[config.mk]
export PLATFORM = sky130hd
export DESIGN_NAME = multicycle_controller
export DESIGN_NICKNAME = d
export VERILOG_FILES = /design/src/rtl/riscv_pkg.sv /design/src/rtl/mem_timeout.sv /design/src/rtl/multicycle_controller.sv
export SDC_FILE = /design/constraint.sdc
export NUM_CORES = 1
export LEC_CHECK = 0
export ABC_AREA = 1
export BUFFER_PORTS_ARGS = -buffer_cell sky130_fd_sc_hd__buf_4
export CORE_MARGIN = 2
export CORE_UTILIZATION = 35
export CTS_CLUSTER_SIZE = 8
export DETAILED_ROUTE_END_ITERATION = 12
export HOLD_SLACK_MARGIN = 0.06
export SLEW_MARGIN = 20
export SYNTH_ARGS = -nofsm -noshare
export SYNTH_HDL_FRONTEND = slang
export SYNTH_SLANG_ARGS = --single-unit
export TNS_END_PERCENT = 30
[constraint.sdc]
create_clock -name clk -period 4.3 [get_ports clk]
set_input_delay 1.075 -clock clk [delete_from_list [all_inputs] [get_ports clk]]
set_output_delay 1.075 -clock clk [all_outputs]
set_load 0.02 [all_outputs]
[src/rtl/riscv_pkg.sv]
// Shared types and constants for the multicycle RV32I controller.
// alu_dec maps funct3/funct7[5] onto the ALU operation encoding.
package riscv_pkg;

    typedef enum logic [3:0] {
        S_FETCH, S_DECODE, S_EXEC_R, S_EXEC_I, S_MULDIV, S_MEM_ADDR, S_MEM_READ, S_MEM_WRITE,
        S_WB_MEM, S_WB_ALU, S_BRANCH, S_JAL, S_JALR, S_LUI, S_AUIPC, S_TRAP
    } state_t;

    localparam logic [2:0] IMM_I = 3'd0;
    localparam logic [2:0] IMM_S = 3'd1;
    localparam logic [2:0] IMM_B = 3'd2;
    localparam logic [2:0] IMM_U = 3'd3;
    localparam logic [2:0] IMM_J = 3'd4;

    localparam logic [2:0] ALU_ADD   = 3'd0;
    localparam logic [2:0] ALU_SUB   = 3'd1;
    localparam logic [2:0] ALU_AND   = 3'd2;
    localparam logic [2:0] ALU_OR    = 3'd3;
    localparam logic [2:0] ALU_XOR   = 3'd4;
    localparam logic [2:0] ALU_SLT   = 3'd5;
    localparam logic [2:0] ALU_SLTU  = 3'd6;
    localparam logic [2:0] ALU_SHIFT = 3'd7;

    localparam logic [6:0] OP_R      = 7'h33;
    localparam logic [6:0] OP_I      = 7'h13;
    localparam logic [6:0] OP_LOAD   = 7'h03;
    localparam logic [6:0] OP_STORE  = 7'h23;
    localparam logic [6:0] OP_BRANCH = 7'h63;
    localparam logic [6:0] OP_JAL    = 7'h6F;
    localparam logic [6:0] OP_JALR   = 7'h67;
    localparam logic [6:0] OP_LUI    = 7'h37;
    localparam logic [6:0] OP_AUIPC  = 7'h17;

    localparam logic [6:0] F7_MULDIV = 7'b0000001;
    localparam logic [2:0] SIZE_WORD = 3'b010;

    localparam logic [1:0] CAUSE_NONE    = 2'd0;
    localparam logic [1:0] CAUSE_ILLEGAL = 2'd1;
    localparam logic [1:0] CAUSE_TIMEOUT = 2'd2;

    // funct7[5] only selects SUB for register-register ops; SRAI is told apart by shift_op.
    function automatic logic [2:0] alu_dec(input logic [2:0] funct3, input logic f7b5,
                                           input logic is_r);
        logic [2:0] op;
        case (funct3)
            3'd0:       op = (is_r && f7b5) ? ALU_SUB : ALU_ADD;
            3'd1, 3'd5: op = ALU_SHIFT;
            3'd2:       op = ALU_SLT;
            3'd3:       op = ALU_SLTU;
            3'd4:       op = ALU_XOR;
            3'd6:       op = ALU_OR;
            default:    op = ALU_AND;
        endcase
        return op;
    endfunction

endpackage

[src/rtl/mem_timeout.sv]
// Counts cycles a memory request waits without ready; flags the last allowed wait cycle.
// TIMEOUT_CYCLES == 0 removes the counter entirely.
module mem_timeout #(
    parameter int TIMEOUT_CYCLES = 0
) (
    input  logic clk,
    input  logic rst_n,
    input  logic clear_i,
    input  logic enable_i,
    output logic expire_o
);

    generate
        if (TIMEOUT_CYCLES == 0) begin : g_off
            logic unused_inputs;
            assign unused_inputs = clk ^ rst_n ^ clear_i ^ enable_i;
            assign expire_o      = 1'b0;
        end else begin : g_on
            localparam int CW = $clog2(TIMEOUT_CYCLES + 1);
            localparam logic [CW-1:0] LAST = CW'(TIMEOUT_CYCLES - 1);
            localparam logic [CW-1:0] MAX  = CW'(TIMEOUT_CYCLES);

            logic [CW-1:0] cnt_q, cnt_d;

            // Expire on the wait cycle whose edge would make the count reach the limit.
            assign expire_o = enable_i && (cnt_q == LAST);

            always_comb begin
                cnt_d = cnt_q;
                if (clear_i)
                    cnt_d = '0;
                else if (enable_i && cnt_q != MAX)
                    cnt_d = cnt_q + 1'b1;
            end

            always_ff @(posedge clk or negedge rst_n) begin
                if (!rst_n) cnt_q <= '0;
                else        cnt_q <= cnt_d;
            end
        end
    endgenerate

endmodule

[src/rtl/multicycle_controller.sv]
// Multicycle RV32I control FSM: fetch/decode/execute/memory/writeback over a ready/valid
// memory port, optional multicycle MUL/DIV handshake, illegal-op and bus-timeout traps.
module multicycle_controller
    import riscv_pkg::*;
#(
    parameter bit ENABLE_M       = 1'b0,
    parameter int TIMEOUT_CYCLES = 0
) (
    input  logic       clk,
    input  logic       rst_n,
    input  logic [6:0] opcode,
    input  logic [2:0] funct3,
    input  logic [6:0] funct7,
    input  logic       branch_taken,
    input  logic       mem_ready,
    input  logic       md_done,
    output logic       ir_write,
    output logic       pc_write,
    output logic       pc_src,
    output logic       addr_sel,
    output logic [2:0] imm_sel,
    output logic [1:0] src_a_sel,
    output logic [1:0] src_b_sel,
    output logic [2:0] alu_func,
    output logic [1:0] shift_op,
    output logic       mem_req,
    output logic       mem_write,
    output logic [2:0] mem_size,
    output logic       reg_write,
    output logic [1:0] regd_sel,
    output logic       md_start,
    output logic       trap,
    output logic [1:0] trap_cause
);

    state_t     state_q, state_nxt, state_d;
    logic [1:0] cause_q, cause_nxt, cause_d;
    logic       md_busy_q;
    logic       tmo_expire;

    mem_timeout #(.TIMEOUT_CYCLES(TIMEOUT_CYCLES)) u_tmo (
        .clk      (clk),
        .rst_n    (rst_n),
        .clear_i  (mem_req && mem_ready),
        .enable_i (mem_req && !mem_ready),
        .expire_o (tmo_expire)
    );

    assign shift_op   = {funct7[5], funct3[2]};
    assign mem_size   = (state_q == S_FETCH) ? SIZE_WORD : funct3;
    assign trap       = (state_q == S_TRAP);
    assign trap_cause = cause_q;

    // Strobes are gated by rst_n so they drop the moment reset asserts.
    always_comb begin
        state_nxt = state_q;
        cause_nxt = cause_q;
        ir_write  = 1'b0;
        pc_write  = 1'b0;
        pc_src    = 1'b0;
        addr_sel  = 1'b0;
        imm_sel   = IMM_I;
        src_a_sel = 2'd0;
        src_b_sel = 2'd0;
        alu_func  = ALU_ADD;
        mem_req   = 1'b0;
        mem_write = 1'b0;
        reg_write = 1'b0;
        regd_sel  = 2'd0;
        md_start  = 1'b0;
        if (rst_n) begin
            case (state_q)
                S_FETCH: begin
                    mem_req   = 1'b1;
                    src_a_sel = 2'd1;
                    src_b_sel = 2'd2;
                    ir_write  = mem_ready;
                    pc_write  = mem_ready;
                    if (mem_ready) state_nxt = S_DECODE;
                end
                S_DECODE: begin
                    src_a_sel = 2'd2;
                    src_b_sel = 2'd1;
                    imm_sel   = (opcode == OP_JAL) ? IMM_J : IMM_B;
                    case (opcode)
                        OP_R: begin
                            if (funct7 != F7_MULDIV) state_nxt = S_EXEC_R;
                            else if (ENABLE_M)       state_nxt = S_MULDIV;
                            else begin
                                state_nxt = S_TRAP;
                                cause_nxt = CAUSE_ILLEGAL;
                            end
                        end
                        OP_I:              state_nxt = S_EXEC_I;
                        OP_LOAD, OP_STORE: state_nxt = S_MEM_ADDR;
                        OP_BRANCH:         state_nxt = S_BRANCH;
                        OP_JAL:            state_nxt = S_JAL;
                        OP_JALR:           state_nxt = S_JALR;
                        OP_LUI:            state_nxt = S_LUI;
                        OP_AUIPC:          state_nxt = S_AUIPC;
                        default: begin
                            state_nxt = S_TRAP;
                            cause_nxt = CAUSE_ILLEGAL;
                        end
                    endcase
                end
                S_EXEC_R: begin
                    alu_func  = alu_dec(funct3, funct7[5], 1'b1);
                    state_nxt = S_WB_ALU;
                end
                S_EXEC_I: begin
                    src_b_sel = 2'd1;
                    alu_func  = alu_dec(funct3, funct7[5], 1'b0);
                    state_nxt = S_WB_ALU;
                end
                S_MULDIV: begin
                    md_start = !md_busy_q;
                    if (md_done) state_nxt = S_WB_ALU;
                end
                S_MEM_ADDR: begin
                    src_b_sel = 2'd1;
                    imm_sel   = (opcode == OP_STORE) ? IMM_S : IMM_I;
                    state_nxt = (opcode == OP_STORE) ? S_MEM_WRITE : S_MEM_READ;
                end
                S_MEM_READ: begin
                    mem_req  = 1'b1;
                    addr_sel = 1'b1;
                    if (mem_ready) state_nxt = S_WB_MEM;
                end
                S_MEM_WRITE: begin
                    mem_req   = 1'b1;
                    mem_write = 1'b1;
                    addr_sel  = 1'b1;
                    if (mem_ready) state_nxt = S_FETCH;
                end
                S_WB_MEM: begin
                    reg_write = 1'b1;
                    regd_sel  = 2'd1;
                    state_nxt = S_FETCH;
                end
                S_WB_ALU: begin
                    reg_write = 1'b1;
                    state_nxt = S_FETCH;
                end
                S_BRANCH: begin
                    case (funct3[2:1])
                        2'b10:   alu_func = ALU_SLT;
                        2'b11:   alu_func = ALU_SLTU;
                        default: alu_func = ALU_SUB;
                    endcase
                    pc_write  = branch_taken;
                    pc_src    = 1'b1;
                    state_nxt = S_FETCH;
                end
                S_JAL: begin
                    reg_write = 1'b1;
                    regd_sel  = 2'd3;
                    pc_write  = 1'b1;
                    pc_src    = 1'b1;
                    state_nxt = S_FETCH;
                end
                S_JALR: begin
                    src_b_sel = 2'd1;
                    pc_write  = 1'b1;
                    reg_write = 1'b1;
                    regd_sel  = 2'd3;
                    state_nxt = S_FETCH;
                end
                S_LUI: begin
                    imm_sel   = IMM_U;
                    reg_write = 1'b1;
                    regd_sel  = 2'd2;
                    state_nxt = S_FETCH;
                end
                S_AUIPC: begin
                    src_a_sel = 2'd2;
                    src_b_sel = 2'd1;
                    imm_sel   = IMM_U;
                    state_nxt = S_WB_ALU;
                end
                default: ;
            endcase
        end
    end

    // Timeout overrides in a separate process so mem_req does not loop back into its own block.
    always_comb begin
        state_d = tmo_expire ? S_TRAP : state_nxt;
        cause_d = tmo_expire ? CAUSE_TIMEOUT : cause_nxt;
    end

    always_ff @(posedge clk or negedge rst_n) begin
        if (!rst_n) begin
            state_q   <= S_FETCH;
            cause_q   <= CAUSE_NONE;
            md_busy_q <= 1'b0;
        end else begin
            state_q   <= state_d;
            cause_q   <= cause_d;
            md_busy_q <= (state_q == S_MULDIV);
        end
    end

endmodule
* Yosys cells after proc, flatten, opt, wreduce, memory -nomap -nowiden
Cells that the tools add are included.
** Operators by class
- Equality and inequality tests :: 38
- Muxes and demuxes :: 43
- Bitwise operators :: 1
- Reductions and logical operators :: 19
** Operators with widths (count)
- one-hot mux 4 bit (8 select lines) :: 2
- one-hot mux 3 bit (6 select lines) :: 2
- equality test 4 bit (second input constant) :: 8
- equality test 7 x 6 -> 1 bit (second input constant) :: 3
- equality test 7 bit (second input constant) :: 3
- two-way mux 4 bit :: 5
- two-way mux 1 bit :: 18
- one-hot mux 3 bit (3 select lines) :: 2
- equality test 4 x 3 -> 1 bit (second input constant) :: 4
- equality test 7 x 5 -> 1 bit (second input constant) :: 2
- OR reduction 2 bit :: 7
- two-way mux 3 bit :: 4
- one-hot mux 2 bit (2 select lines) :: 3
- != test 2 bit (second input constant) :: 5
- OR reduction 5 bit :: 2
- equality test 3 bit (second input constant) :: 3
- equality test 4 x 2 -> 1 bit (second input constant) :: 2
- two-way mux 2 bit :: 4
- nonzero test 8 bit :: 1
- OR reduction 8 bit :: 1
- equality test 7 x 2 -> 1 bit (second input constant) :: 1
- != test 7 x 1 -> 1 bit (second input constant) :: 1
- equality test 3 x 2 -> 1 bit (second input constant) :: 2
- one-hot mux 2 bit (3 select lines) :: 1
- other kinds (13) :: 15
** Word-level totals
- Bits in registers :: 7
- Bits of input ports :: 22
- Output and inout port bits :: 28
- Logic and storage cells :: 104

* Depth between registers and ports, before layout
- Depth in word-level cells :: 5
- Mapped depth :: 12
- Mapped depth without buffers :: 12

* By module
A second synthesis with hierarchy kept.
** Unflattened totals
- Cell total of the unflattened synthesis :: 187
- Area, all modules :: 1032.2 um2
** By module, submodules not included
- multicycle_controller :: times used 1, cells each 185, area an instance 1021.0 um2, sequential area each 175.2 um2
- mem_timeout :: times used 1, cells each 2, area an instance 11.3 um2, sequential area each 0.0 um2

* Worst setup path after synthesis
Ideal clock, no wire load.
- Kind :: input to output
- Start point :: in rst_n
- End point :: out mem_req
- Arrival time :: 1972 ps
- Data required time :: 3225 ps
- Setup slack :: 1253 ps
- Stages on the path :: 3
- Path buffers :: 0
- Path through :: inv_1 nor3_1 or2_2
** On the way
- Word-level cells in the longest chain between the ends :: 1
** RTL lines
- from (decl) :: line multicycle_controller.sv:10 : input logic rst_n,
- two-way mux 1 bit :: line multicycle_controller.sv:71 : if (rst_n) begin
- to (decl) :: line multicycle_controller.sv:26 : output logic mem_req,
Every way passes these cells.

* Worst setup path in the final report
Ends and elaborated chain as after synthesis.

==> run_results.csv <==
group,metric,value,unit
drt,drtPass1Iterations,4,
hold_path,holdCritPathClass,"reg2reg",
finish,multi_input_area,696,um2
logic_synthesis,yosysTopAreaCellShare,18.4,%
logic_synthesis,yosysMostFrequentCell,"nand2_1",
logic_synthesis,ys_warn_count,0,
logic_synthesis,synth_cells,189,
drt,wl_per_cell,11.2,um
logic_synthesis,synth-seq-cells,6,
global_route,groute.usage.overall,18.2,%
sta,period_minus_slack,3.28,ns
placed_design,io_buffer_count,48,
clock_tree,post_cts_buffers,0,
logic_synthesis,syn_nets,211,
logic_synthesis,synthDistinctLibCells,32,
drt,antenna_left,0,
run_status,status,"completed",
global_route,grt_max_degree,17,
setup_path,startpoint_type,"primary input",
global_route,antenna_found_initial,0,
floorplan,dieArea,0.00330,mm2
logic_synthesis,ys_seq_area_share,15.0,%
logic_synthesis,synthFlopType,"dfrtp_1",
clock_tree,cts_root_buffer,"clkbuf_4",
sta,max_freq,305,MHz
sta,slew_violations,0,
drt,vias_per_cell,4.92,
logic_synthesis,synthArstFlopShare,100,%
finish,syn2layout_area_growth,39.0,%
floorplan,rows,19,
clock_tree,numCtsBuffers,3,
logic_synthesis,netlist_area,0.00100,mm2
placed_design,gp_congestion,0.831,
setup_path,critPathArrivalTime,2.21,ns
clock_tree,cts_buffer_depth,2,
global_route,grt_pass1_wl,4970,um
finish,layout.nets,259,
drt,drc,0,
setup_path,r2r_end,"trap_cause[0]",
floorplan,die_h,57.5,um
floorplan,io_pins,50,
power_and_ir_drop,peakVddDrop,0.367,mV
setup_path,timing.rr.start,"state_q[2]",
clock_tree,cts_htree_levels,1,
sta,fin_crit_sh,76.3,%
clock_tree,ctsHoldBuffers,0,
setup_path,crit_required,3.22,ns
finish,num-fill-cells,312,
placed_design,place_hpwl,2460,um
power_and_ir_drop,leakage,0.795,nW
logic_synthesis,syn_area_per_cell,5.30,um2
clock_tree,cts.sinks,6,
global_route,overflow,0,
sta,setup_viol,0,
setup_path,worstRegToRegCells,7,
sta,clock-skew-final,0.00325,ns
floorplan,coreArea,0.00273,mm2
sta,hold_viol,0,
finish,register_area,150,um2
setup_path,endpoint,"mem_req",
clock_tree,cts_tree,"built",
logic_synthesis,synth_top_area_cell,"nand2_1",
setup_path,critical_path_class,"in2out",
drt,drt_iter0_drc,31,
sta,fin_setup_tns,0,ns
placed_design,dpl_worst_slack,1.01,ns
global_route,grt_pass1_vias,1173,
floorplan,initial_core_util,36.6,%
drt,routed_wl,2970,um
clock_tree,clkLatencyLatePin,0.24,ns
sta,rsz0062_at_grt,"no",
finish,final_util,50.9,%
setup_path,critPathLaunch,"rst_n",
clock_tree,clk_pin_slew_worst_paths,0.05,ns
clock_tree,cts.repair.resized,0,
setup_path,regToRegSetupSlack,2.69,ns
power_and_ir_drop,powerDensity,431,mW/mm2
logic_synthesis,synth_common_cells,"49 x nand2_1, 36 x nor2_1, 25 x inv_1, 12 x a21oi_1, 8 x inv_2",
drt,vias,1308,
finish,drive_above_1_share,32.3,%
finish,diodes,0,
setup_path,endpoint_kind,"primary output",
logic_synthesis,synth_area_leaders,"nand2_1 18%, dfrtp_1 15%, nor2_1 14%, inv_1 9.4%, a21oi_1 6.0%",
sta,layout_setup_ws,1.02,ns
run,cap_violations,0,
floorplan,die_w,57.5,um
logic_synthesis,synth-edff-count,0,
setup_path,crit_fanout,16,
## cells in the final DEF, fill, tap and decap left out, types with 2 or more instances in the layout
| cell | instances |
|---|---|
| inv_2 | 8 |
| nand4_1 | 2 |
| inv_1 | 25 |
| buf_4 | 48 |
| nor2_1 | 36 |
| nor2_2 | 5 |
| a21oi_1 | 12 |
| nand2_2 | 3 |
| nand3_1 | 6 |
| or2_2 | 2 |
| nand2_1 | 49 |
| clkbuf_4 | 3 |
| o21ai_0 | 7 |
| dfrtp_1 | 6 |
| o21ai_1 | 3 |
| nor3_1 | 5 |
## registers in the layout (all words and copies together), names as in the netlist
name        flops
trap_cause      1
state_q         4
md_busy_q       1
## stage by stage
| step | power, mW | hold WS [ns] | area (um2) | cells |
|---|---|---|---|---|
| 2_1_floorplan | 0.407 | 0.525 | 1000 | 189 |
| 3_3_place_gp | 0.545 | 0.465 | 1370 | 263 |
| 3_5_place_dp | 0.549 | 0.466 | 1370 | 263 |
| 4_1_cts | 0.602 | 0.477 | 1390 | 266 |
| 5_1_grt | 0.657 | 0.515 | 1390 | 266 |
| 6_report | 0.600 | 0.469 | 1390 | 266 |
## worst min-delay path by stage
stage / startpoint / to / slack, ns / depth (start not counted)
floorplan: state_q[3] / state_q[3] / 0.53 / 2
global placement: trap_cause[0] / trap_cause[0] / 0.47 / 2
detailed placement: trap_cause[0] / trap_cause[0] / 0.47 / 2
CTS: trap_cause[0] / trap_cause[0] / 0.48 / 2
global route: trap_cause[0] / trap_cause[0] / 0.52 / 2
finish: trap_cause[0] / trap_cause[0] / 0.47 / 2
## per-layer routing
metal	GRT usage [%]	vias to the layer above	part of all wire (%)
met3	2.49	0	6.7
met5	0	-	0
met4	1.99	0	0
met1	25.2	591	48
met2	31.0	36	45
li1	-	681	-
## worst max-delay path, cell delays in order
cell and delay, ns:
buf_4 0.16, inv_1 0.38, nor2_1 0.13, or2_2 0.31
buf_4 0.16
## final cells by class
class / count / share of cell area, %
multi-input combinational: 145 / 50.0
timing repair buffer: 48 / 25.9
sequential: 6 / 10.8
inverter: 33 / 8.90
tap: 31 / 2.79
clock buffer: 3 / 1.62
## power by group
group / internal, mW / total (mW) / switching [mW]
logic: 0.164 / 0.441 / 0.277
registers: 0.0752 / 0.109 / 0.0340
clock network: 0.0315 / 0.0501 / 0.0187
total: 0.271 / 0.600 / 0.329
## cells by family after synthesis
family                 count (synthesis)  share of synthesized area (%)
AO/OA/AOI/OAI                         29                           17.0
buffers and inverters                 38                           15.5
flip-flops                             6                           15.0
other                                  1                          0.375
AND/OR/NAND/NOR                      115                           52.1
(Power assumes the default switching activity.)
